`config.mk`:
```
export PLATFORM = sky130hd
export DESIGN_NAME = rr_arbiter_4
export DESIGN_NICKNAME = d
export VERILOG_FILES = /design/src/rtl/arb_pkg.sv /design/src/rtl/rr_pick_4.sv /design/src/rtl/rr_arbiter_4.sv
export SDC_FILE = /design/constraint.sdc
export NUM_CORES = 1
export LEC_CHECK = 0
export CAP_MARGIN = 20
export CORE_AREA = 5 5 42 44
export DETAILED_ROUTE_END_ITERATION = 6
export DIE_AREA = 0 0 47 49
export GPL_ROUTABILITY_DRIVEN = 0
export PLACE_DENSITY = 0.72
export SLEW_MARGIN = 20
export SYNTH_ARGS = -nofsm -noshare
export SYNTH_HDL_FRONTEND = slang
export SYNTH_SLANG_ARGS = --single-unit
```
`constraint.sdc`:
```
create_clock -name clk -period 1.56 [get_ports clk]
set_input_delay 0.234 -clock clk [delete_from_list [all_inputs] [get_ports clk]]
set_output_delay 0.234 -clock clk [all_outputs]
set_load 0.01 [all_outputs]
```
`src/rtl/arb_pkg.sv`:
```
// Shared types and sizing constants for the 4-way round-robin arbiter.
// The grant-length limit MAX_HOLD only takes effect when ARB_TIMEOUT_EN is defined.
package arb_pkg;

  localparam int unsigned N_REQ    = 4;
  localparam int unsigned IDX_W    = 2;
  localparam int unsigned MAX_HOLD = 8;

  typedef enum logic {
    IDLE  = 1'b0,
    GRANT = 1'b1
  } arb_state_t;

endpackage

```
`src/rtl/rr_pick_4.sv`:
```
// Combinational rotating priority encoder: returns the first set request bit,
// searching ptr, ptr+1, ... modulo 4.
module rr_pick_4
  import arb_pkg::*;
(
  input  logic [N_REQ-1:0] req,
  input  logic [IDX_W-1:0] ptr,
  output logic [IDX_W-1:0] pick_idx,
  output logic             pick_vld
);

  // Walk the four positions starting at ptr; the first hit wins.
  always_comb begin
    logic             found;
    logic [IDX_W-1:0] cand;
    pick_idx = '0;
    pick_vld = |req;
    found    = 1'b0;
    cand     = '0;
    for (int unsigned k = 0; k < N_REQ; k++) begin
      cand = ptr + IDX_W'(k);
      if (!found && req[cand]) begin
        pick_idx = cand;
        found    = 1'b1;
      end
    end
  end

endmodule

```
`src/rtl/rr_arbiter_4.sv`:
```
// Round-robin arbiter sharing one resource among 4 requesters.
// Grants are held until the owner drops its request or en falls; every grant is
// followed by at least one idle cycle, after which priority rotates past the owner.
// Optional feature: define ARB_TIMEOUT_EN to bound grants to MAX_HOLD cycles and
// pulse timeout when a grant is forcibly revoked.
module rr_arbiter_4
  import arb_pkg::*;
(
  input  logic             clk,
  input  logic             rst,
  input  logic             en,
  input  logic [N_REQ-1:0] req,
  output logic [N_REQ-1:0] gnt,
  output logic [IDX_W-1:0] gnt_idx,
  output logic             gnt_vld,
  output logic             timeout
);

  arb_state_t       state_q,   state_d;
  logic [N_REQ-1:0] gnt_q,     gnt_d;
  logic [IDX_W-1:0] gnt_idx_q, gnt_idx_d;
  logic             gnt_vld_q, gnt_vld_d;
  logic [IDX_W-1:0] ptr_q,     ptr_d;

  logic [IDX_W-1:0] pick_idx;
  logic             pick_vld;

`ifdef ARB_TIMEOUT_EN
  localparam int unsigned HOLD_W = $clog2(MAX_HOLD + 1);

  logic [HOLD_W-1:0] hold_cnt_q, hold_cnt_d;
  logic              timeout_q,  timeout_d;
`endif

  rr_pick_4 u_pick (
    .req      (req),
    .ptr      (ptr_q),
    .pick_idx (pick_idx),
    .pick_vld (pick_vld)
  );

  // Next-state logic for the IDLE/GRANT FSM and all registered outputs.
  always_comb begin
    state_d   = state_q;
    gnt_d     = gnt_q;
    gnt_idx_d = gnt_idx_q;
    gnt_vld_d = gnt_vld_q;
    ptr_d     = ptr_q;
`ifdef ARB_TIMEOUT_EN
    hold_cnt_d = hold_cnt_q;
    timeout_d  = 1'b0;
`endif
    unique case (state_q)
      IDLE: begin
        if (en && pick_vld) begin
          state_d   = GRANT;
          gnt_d     = N_REQ'(1) << pick_idx;
          gnt_idx_d = pick_idx;
          gnt_vld_d = 1'b1;
`ifdef ARB_TIMEOUT_EN
          hold_cnt_d = '0;
`endif
        end
      end
      GRANT: begin
        // Normal release is checked first so it wins over a same-edge timeout.
        if (!en || !req[gnt_idx_q]) begin
          state_d   = IDLE;
          gnt_d     = '0;
          gnt_idx_d = '0;
          gnt_vld_d = 1'b0;
          ptr_d     = gnt_idx_q + IDX_W'(1);
        end
`ifdef ARB_TIMEOUT_EN
        // hold_cnt counts completed grant cycles minus one, so MAX_HOLD-1 means
        // the grant has now been visible for MAX_HOLD cycles.
        else if (hold_cnt_q == HOLD_W'(MAX_HOLD - 1)) begin
          state_d   = IDLE;
          gnt_d     = '0;
          gnt_idx_d = '0;
          gnt_vld_d = 1'b0;
          ptr_d     = gnt_idx_q + IDX_W'(1);
          timeout_d = 1'b1;
        end else begin
          hold_cnt_d = hold_cnt_q + HOLD_W'(1);
        end
`endif
      end
      default: begin
        state_d   = IDLE;
        gnt_d     = '0;
        gnt_idx_d = '0;
        gnt_vld_d = 1'b0;
      end
    endcase
  end

  // State and output registers with synchronous reset.
  always_ff @(posedge clk) begin
    if (rst) begin
      state_q   <= IDLE;
      gnt_q     <= '0;
      gnt_idx_q <= '0;
      gnt_vld_q <= 1'b0;
      ptr_q     <= '0;
`ifdef ARB_TIMEOUT_EN
      hold_cnt_q <= '0;
      timeout_q  <= 1'b0;
`endif
    end else begin
      state_q   <= state_d;
      gnt_q     <= gnt_d;
      gnt_idx_q <= gnt_idx_d;
      gnt_vld_q <= gnt_vld_d;
      ptr_q     <= ptr_d;
`ifdef ARB_TIMEOUT_EN
      hold_cnt_q <= hold_cnt_d;
      timeout_q  <= timeout_d;
`endif
    end
  end

  assign gnt     = gnt_q;
  assign gnt_idx = gnt_idx_q;
  assign gnt_vld = gnt_vld_q;
`ifdef ARB_TIMEOUT_EN
  assign timeout = timeout_q;
`else
  assign timeout = 1'b0;
`endif

endmodule
```
# Yosys cells after proc, flatten, opt, wreduce, memory -nomap -nowiden
# Cells that the tools add are included.
# word_totals
out_inout_bits	8
ff_bits	10
in_bits	7
word_cells	60
# op_classes
n_eq_ne	2
n_mux	29
magnitude_cmp	5
n_bitwise	1
reduce_logical	13
n_shift	1
n_addsub	4
# ops
cell	n
2-bit by 3-bit < comparator with 1-bit output, second input constant	5
1-bit two-way mux	12
2-bit two-way mux	6
1-bit binary-select mux with 2-bit select	5
4-bit two-way mux	2
4-bit case mux with 2 select lines	1
1-bit logical NOT	5
2-bit by 1-bit adder with 2-bit output, second input constant	2
2-bit adder, second input constant	2
1-bit logical AND	4
1-bit case mux with 2 select lines	2
2-bit case mux with 2 select lines	1
2-bit AND reduction	2
4-bit OR reduction	1
1-bit by 2-bit left shift with 4-bit output, first input constant	1
2-bit by 1-bit != test with 1-bit output, second input constant	1
2-bit != test, second input constant	1
1-bit logical OR	1
1-bit NOT	1

# Depth between registers and ports, before layout
# Gate-level depths: netlist (run 1).
# logic_depth
word_depth	15
ltp_mapped	5
mapped_depth_nobuf	4

# Hierarchy
# A second synthesis (run 1) with hierarchy kept.
# unflattened
cells_unflattened	63
hier_area_um2	584.3
# by_module_without_submodules
mod	cells_each	area_per_inst_um2	instances	seq_area_each_um2
rr_arbiter_4	48	506.7	1	200.2
rr_pick_4	15	77.6	1	0.0

# Least setup slack after synthesis (run 1)
# OpenSTA, ideal clock, no wires.
# synth_path
path_kind	reg2reg
start	register gnt_idx_q[0], in the netlist gnt_idx[0]
end	register gnt_q[1], in the netlist gnt[1]
period_less_slack_ns	1.445
required_ns	1.443
setup_ns	0.117
path_slack_ns	0.115
arrival_time_ns	1.328
path_stages_with_launch	6
n_path_buf	1
cell_sequence	dfxtp_1 > buf_6 > mux2i_1 > o22ai_1 > a22o_4 > a22o_1
# synth_between
elab_chain_len	6
# synth_rtl
item	line	rtl
from (decl)	rr_arbiter_4.sv:21	logic [IDX_W-1:0] gnt_idx_q, gnt_idx_d;
from (signal assigned)	rr_arbiter_4.sv:113	gnt_idx_q <= gnt_idx_d;
1-bit binary-select mux with 2-bit select	rr_arbiter_4.sv:67	if (!en || !req[gnt_idx_q]) begin
1-bit two-way mux (not written as such)	rr_arbiter_4.sv:67	
1-bit logical NOT	rr_arbiter_4.sv:67	
1-bit logical OR	rr_arbiter_4.sv:67	
2-bit by 1-bit != test with 1-bit output (no line)	-	
2-bit AND reduction (no line)	-	
to (signal assigned)	rr_arbiter_4.sv:112	gnt_q <= gnt_d;
to (decl)	rr_arbiter_4.sv:20	logic [N_REQ-1:0] gnt_q, gnt_d;
# No other way between the ends. The select of a mux whose other input is x is not followed.
# A chain may end at the register's enable or synchronous reset.

# Final worst setup path (run 1)
# layout_path
start	input req[1]
end	register gnt_q[2], in the netlist gnt[2]
# layout_between
elab_chain_len	15
word_cells_on_any_way	33
cone_classes	2 x eq/ne; 1 x shift; 19 x mux; 11 x reduce/logical
# layout_rtl
item	line	rtl
from (decl)	rr_arbiter_4.sv:12	input logic [N_REQ-1:0] req,
1-bit binary-select mux with 2-bit select	rr_pick_4.sv:22	if (!found && req[cand]) begin
1-bit two-way mux (not written as such)	rr_pick_4.sv:22	
1-bit two-way mux	rr_pick_4.sv:22	
1-bit logical NOT	rr_pick_4.sv:22	
1-bit logical AND	rr_pick_4.sv:22	
1-bit two-way mux	rr_pick_4.sv:22	
1-bit logical NOT	rr_pick_4.sv:22	
1-bit logical AND	rr_pick_4.sv:22	
1-bit two-way mux	rr_pick_4.sv:22	
1-bit logical NOT	rr_pick_4.sv:22	
1-bit logical AND	rr_pick_4.sv:22	
2-bit two-way mux	rr_pick_4.sv:22	
1-bit by 2-bit left shift with 4-bit output	rr_arbiter_4.sv:57	gnt_d = N_REQ'(1) << pick_idx;
4-bit two-way mux	rr_arbiter_4.sv:55	if (en && pick_vld) begin
4-bit case mux with 2 select lines	rr_arbiter_4.sv:53	unique case (state_q)
# Parallel ways exist; a longest one is shown, timed or not. The select of a mux whose other input is x is not followed.

==> run_results.csv, run 1 <==
group,metric,value,unit
setup_path,rr_endpoint,"gnt[3]$_SDFFE_PP0P_",
setup_path,cp_top_family,"buffers and inverters",
layout,synthToLayoutAreaGrowth,46.3,%
synthesis,synth.distinct_cells,30,
synthesis,synthCells,59,
floorplanning,die_w,47,um
clock_network,cts-buffers-inserted,3,
global_route,grt-ovfl-total,0,
sta,timing.final.crit_share,0.953,
drt,drt-total-wl,1380,um
floorplanning,die-height,49,um
setup_path,crit_required,1.71,ns
sta,setup_viol,0,
sta,fin_worst_skew,0.00150,ns
synthesis,ys_seq_area_frac,0.352,
layout,antenna_cells,0,
synthesis,postSynthNetCount,66,
setup_path,cp-start-kind,"primary input",
sta,fmax,0.673,GHz
setup_path,reg2regPathDepth,4,
drt,drtAntennaViolNets,0,
global_route,antenna_found_initial,0,
setup_path,crit_fanout,3,
clock_network,clkTransAtPathRegs,0.07,ns
synthesis,netlist_top_cells_area,"dfxtp_1 (35%), mux2i_1 (7.0%), o41ai_4 (4.8%)",
setup_path,critical_path_class,"primary input to register",
synthesis,ys_warn_count,0,
power,p_leak,0.381,nW
layout,drive_gt1_frac,0.289,
setup_path,rrSetupSlack,0.09,ns
drt,viasPerCell,5.21,
placed_design,hpwl,1060,um
clock_network,cts_setup_buffers,0,
placed_design,io_buffers,13,
floorplanning,coreArea,0.00140,mm^2
setup_path,r2r_start,"gnt_idx[0]$_SDFFE_PP0P_",
layout,instances_no_fill,99,
synthesis,ys_ff_latch,10,
floorplanning,initial_core_util,0.405,
hold_path,hp-class,"register to register",
global_route,grt_max_degree,7,
job,maxCapViolCount,0,
setup_path,path_cells,"clkdlybuf4s50_1, buf_4, a21oi_1, o21a_1, o22a_1, a32o_1",
global_route,grt_use_total,0.123,
synthesis,synth.top_cell.area_share,0.352,
clock_network,htree_levels,1,
drt,vias,516,
synthesis,syn_area_per_cell,9.63,um^2
floorplanning,dieArea,0.00230,mm^2
setup_path,cp_slowest_stage_delay,0.56,ns
setup_path,crit_end,"gnt[2]$_SDFFE_PP0P_",
power,p_per_area,823,mW/mm^2
global_route,grt_pass1_vias,485,
setup_path,end_kind,"register",
setup_path,crit_buf_inv,2,
layout,filler_cell_count,131,
layout,fin_nets,91,
sta,finalMaxSlewViolations,0,
sta,timing_hold_violations_final,0,
drt,wl_per_cell,13.9,um
setup_path,crit_arrival,1.64,ns
power,ir_drop,0.000478,V
clock_network,cts.sinks,10,
setup_path,slowest_stage,"clkdlybuf4s50_1",
setup_path,crit_cells,6,
synthesis,synth_top_area_cell,"dfxtp_1",
outcome,outcome,"complete, no violations",
floorplanning,num_rows,14,
clock_network,clk_latency,0.26,ns
sta,period_minus_slack,1.49,ns
drt,drt_iter0_drc,11,
setup_path,worstSetupStartpoint,"req[1]",
sta,fin_tns_setup,0,ns
synthesis,synth_area,568,um^2
floorplanning,io_pins,15,
clock_network,cts_buffer_depth,2,
drt,first_pass_iters,4,
global_route,grt_pass1_wl,2120,um
clock_network,cts_tree,"built",
drt,drc,0,
clock_network,root_buffer,"clkbuf_4",
placed_design,place_inst,95,
power,power,684,uW
through the flow:
stage	worst slack, ns	hold WS [ns]	area (um^2)	util
after detailed placement	-0.248	0.469	767	0.547
after global placement	-0.224	0.471	767	0.547
final	0.0738	0.488	831	0.593
after floorplan	0.115	0.472	568	-
after global routing	-0.000692	0.504	831	0.593
after CTS	0.0289	0.484	803	0.573
cells in the mapped netlist:
master / number
nor2_1: 6
mux2i_1: 4
a21oi_1: 3
nand2b_1: 2
xor2_1: 1
buf_4: 1
o221ai_1: 1
a22oi_1: 1
o2bb2ai_1: 1
a32o_1: 2
or3_1: 1
o41ai_4: 1
o22ai_1: 2
and2b_1: 1
nor2b_1: 1
inv_1: 3
nor3_1: 3
o21a_1: 1
buf_6: 2
a22o_1: 2
nor4b_2: 1
conb_1: 1
clkbuf_1: 1
o22a_1: 1
dfxtp_1: 10
a21o_1: 1
a22o_4: 1
nor3_2: 1
nand2_1: 2
a31o_2: 1
where the power goes:
part,internal [mW],leakage [nW],switching [mW]
sequential,0.272,0.0822,0.0148
clock,0.142,0.0210,0.0906
combinational,0.0890,0.278,0.0764
total,0.502,0.381,0.182
worst min-delay path by stage:
stage / cells past startpoint / endpoint / slack (ns) / start
6_report: 1 / gnt[3]$_SDFFE_PP0P_ / 0.49 / gnt[3]$_SDFFE_PP0P_
2_1_floorplan: 4 / gnt_vld$_SDFFE_PP0P_ / 0.47 / en
3_5_place_dp: 1 / gnt[1]$_SDFFE_PP0P_ / 0.47 / gnt[1]$_SDFFE_PP0P_
4_1_cts: 1 / gnt[1]$_SDFFE_PP0P_ / 0.48 / gnt[1]$_SDFFE_PP0P_
5_1_grt: 1 / gnt[1]$_SDFFE_PP0P_ / 0.50 / gnt[1]$_SDFFE_PP0P_
3_3_place_gp: 1 / gnt[3]$_SDFFE_PP0P_ / 0.47 / gnt[3]$_SDFFE_PP0P_
cell type report:
type,instances,area (um^2),share of cell area
Clock buffer,4,36.3,0.0437
Inverter,3,11.3,0.0136
Multi-Input combinational cell,42,343,0.413
Sequential cell,10,201,0.242
Tap cell,16,20.0,0.0241
Timing Repair Buffer,24,219,0.264
sequential cells by signal (all words and copies together) (netlist names):
register / count
gnt: 4
gnt_idx: 2
state_q: 1
ptr_q: 2
gnt_vld: 1
cell usage in the layout, fill, tap and decap left out, types with 2 or more instances in the layout:
cell type	count
a22o_1	2
buf_4	11
dlymetal6s2s_1	3
inv_1	3
a21oi_1	3
mux2i_1	3
nand2b_1	2
nand2_1	2
dfxtp_1	9
clkbuf_4	3
nor2_1	6
clkdlybuf4s50_1	9
nor3_1	3
o22ai_1	2
a32o_1	2
metal layers:
metal,global-route usage,vias to the layer above,routed length [um]
li1,-,264,-
met1,0.174,234,635
met2,0.181,14,640
met3,0.0221,4,58
met4,0.0415,0,40
met5,0,-,0
cells by family (layout without fill, tap and decap cells):
group | Yosys count | count (layout) | share of synthesized area
AO/OA/AOI/OAI | 18 | 18 | 0.295
XOR/XNOR | 1 | 1 | 0.0154
buffers and inverters | 7 | 31 | 0.0793
flip-flops | 10 | 10 | 0.352
multiplexers | 4 | 4 | 0.0705
other | 1 | 1 | 0.00660
AND/OR/NAND/NOR | 18 | 18 | 0.181
what timing repair did:
| item | CTS | global route |
|---|---|---|
| endpoints found under the hold margin | 0 | 0 |
| resized for setup | 2 | 7 |
| hold buffers | 0 | 0 |
| setup endpoints to repair | 1 | 10 |
| pin swaps | 0 | 1 |
(Power assumes the default switching activity.)
==> run 2, diff against run 1 <==
--- a/config.mk
+++ b/config.mk
@@ -6,9 +6,9 @@
 export NUM_CORES = 1
 export LEC_CHECK = 0
 export CAP_MARGIN = 20
-export CORE_AREA = 5 5 42 44
+export CORE_AREA = 2 2 39 41
 export DETAILED_ROUTE_END_ITERATION = 6
-export DIE_AREA = 0 0 47 49
+export DIE_AREA = 0 0 41 43
 export GPL_ROUTABILITY_DRIVEN = 0
 export PLACE_DENSITY = 0.72
 export SLEW_MARGIN = 20
==> run_results.csv, run 2 (synthesis gave the netlist of run 1 again) <==
group,metric,value,unit
setup_path,reg2regPathDepth,4,
layout,most-common-layout-cells,"buf_4 (11), clkdlybuf4s50_1 (10), dfxtp_1 (9), nor2_1 (6)",
drt,viasPerCell,5.19,
global_route,grt_use_total,0.173,
setup_path,crit_arrival,1.66,ns
power,p_per_area,822,mW/mm^2
sta,fin_worst_skew,0.0115,ns
placed_design,hpwl,1030,um
sta,timing_hold_violations_final,0,
drt,first_pass_iters,4,
global_route,antenna_found_initial,0,
floorplanning,io_pins,15,
power,p_switching,183,uW
hold_path,hp-class,"register to register",
power,combPwrFrac,0.243,
setup_path,rr_endpoint,"gnt[0]$_SDFFE_PP0P_",
hold_path,hold_depth,1,
clock_network,clk_latency,0.27,ns
clock_network,cts_tree,"built",
sta,finalMaxSlewViolations,0,
setup_path,rrSetupSlack,0.11,ns
setup_path,cp-start-kind,"primary input",
power,seq_power_share,0.420,
global_route,grt_pass1_vias,499,
drt,drt_iter0_drc,15,
drt,vias,514,
clock_network,cts.sinks,10,
drt,wl_met3,39,um
drt,drt-total-wl,1360,um
job,maxCapViolCount,0,
clock_network,root_buffer,"clkbuf_4",
drt,drtAntennaViolNets,0,
layout,layout_commonest_cell,"buf_4",
global_route,grt_max_degree,7,
floorplanning,die-height,43,um
power,p_leak,0.378,nW
layout,largest_reg_flops,4,
drt,routed.top_layer,"met3",
layout,drive_gt1_frac,0.301,
power,power,687,uW
sta,rsz0062_at_grt,"false",
setup_path,r2r_start,"ptr_q[1]$_SDFFE_PP0P_",
sta,timing.final.crit_share,0.959,
clock_network,htree_levels,1,
global_route,grt_pass1_wl,2130,um
floorplanning,dieArea,0.00176,mm^2
clock_network,clkTransAtPathRegs,0.07,ns
floorplanning,num_rows,14,
setup_path,crit_required,1.72,ns
drt,wl_met2,654,um
clock_network,hold_buffers,0,
power,p_int,504,uW
drt,wl_met1,664,um
clock_network,cts_buffer_depth,2,
drt,wl_per_cell,13.7,um
floorplanning,coreArea,0.00138,mm^2
setup_path,critical_path_class,"primary input to register",
sta,setup_viol,0,
floorplanning,initial_core_util,0.410,
hold_path,hold_end,"gnt[0]$_SDFFE_PP0P_",
setup_path,end_kind,"register",
drt,drc,0,
power,p_clk_frac,0.338,
setup_path,crit_fanout,3,
power,ir_drop,0.000450,V
placed_design,io_buffers,13,
layout,filler_cell_count,110,
sta,fmax,0.668,GHz
global_route,grt-ovfl-total,0,
outcome,outcome,"complete, no violations",
power,swShare,0.267,
layout,synthToLayoutAreaGrowth,47.1,%
layout,fin_nets,91,
layout,stdcell_area,836,um^2
sta,period_minus_slack,1.50,ns
layout,antenna_cells,0,
placed_design,place_area,767,um^2
floorplanning,die_w,41,um
clock_network,cts-buffers-inserted,3,
hold_path,holdCritStartpoint,"gnt[0]$_SDFFE_PP0P_",
## run 2: cell count changes in the layout (fill, tap and decap cells not counted), sizes merged
cell / change
dlygate4sd2: -1
clkdlybuf4s50: +1
## run 2: routing by layer
| layer | vias to the layer above | GRT usage |
|---|---|---|
| met5 | - | 0 |
| met4 | 0 | 0.0400 |
| met3 | 0 | 0.0471 |
| met2 | 8 | 0.263 |
| met1 | 239 | 0.235 |
| li1 | 267 | - |
## run 2: worst max-delay path, cell delays in order
cell and delay, ns:
clkdlybuf4s50_1 0.57, buf_4 0.16, a21oi_1 0.04, o21a_1 0.20, o22a_1 0.23, a32o_1 0.23
## run 2: stage by stage
| step | std cells | hold WS (ns) | utilization | setup TNS, ns | setup slack [ns] |
|---|---|---|---|---|---|
| 2_1_floorplan | 59 | 0.472 | - | 0 | 0.115 |
| 3_3_place_gp | 95 | 0.463 | 0.554 | -1.93 | -0.238 |
| 3_5_place_dp | 95 | 0.466 | 0.554 | -2.14 | -0.250 |
| 4_1_cts | 99 | 0.481 | 0.581 | 0 | 0.0176 |
| 5_1_grt | 99 | 0.490 | 0.604 | 0 | 0.00421 |
| 6_report | 99 | 0.481 | 0.604 | 0 | 0.0635 |
## run 2: worst max-delay path by stage
stage | from | to | slack, ns | cells after the start
after floorplan | gnt_idx[0]$_SDFFE_PP0P_ | gnt[1]$_SDFFE_PP0P_ | 0.12 | 5
after global placement | req[2] | ptr_q[0]$_SDFFE_PP0P_ | -0.24 | 5
after detailed placement | req[0] | gnt[3]$_SDFFE_PP0P_ | -0.25 | 5
after CTS | req[0] | gnt[1]$_SDFFE_PP0P_ | 0.02 | 5
after global routing | gnt_idx[1]$_SDFFE_PP0P_ | gnt_idx[1] | 0.004 | 1
final | req[1] | gnt[2]$_SDFFE_PP0P_ | 0.06 | 6
## run 2: repair_timing
item                                    4_1_cts  5_1_grt
hold endpoints to repair                      0        0
pin swaps                                     0        1
buffers inserted                              0        0
gates resized for setup                       1        8
endpoints found under the setup margin        1        7
## run 2: power by group through the flow
stage / Sequential (mW) / Clock, mW / Combinational, mW
after floorplan: 0.292 / 0 / 0.0810
after global placement: 0.292 / 0 / 0.152
after detailed placement: 0.293 / 0 / 0.155
after CTS: 0.287 / 0.239 / 0.157
after global routing: 0.291 / 0.259 / 0.178
final: 0.288 / 0.232 / 0.167
## run 2: layout make-up
type | count | area, um^2 | share of cell area
Inverter | 3 | 11.3 | 0.0135
Clock buffer | 4 | 36.3 | 0.0434
Tap cell | 16 | 20.0 | 0.0240
Timing Repair Buffer | 24 | 220 | 0.263
Multi-Input combinational cell | 42 | 347 | 0.415
Sequential cell | 10 | 201 | 0.241
==> run 3, diff against run 2 <==
--- a/config.mk
+++ b/config.mk
@@ -11,7 +11,6 @@
 export DIE_AREA = 0 0 41 43
 export GPL_ROUTABILITY_DRIVEN = 0
 export PLACE_DENSITY = 0.72
-export SLEW_MARGIN = 20
 export SYNTH_ARGS = -nofsm -noshare
 export SYNTH_HDL_FRONTEND = slang
 export SYNTH_SLANG_ARGS = --single-unit
==> results of run 3 <==
The final DEF is identical to that of run 2; final timing and power are the same.
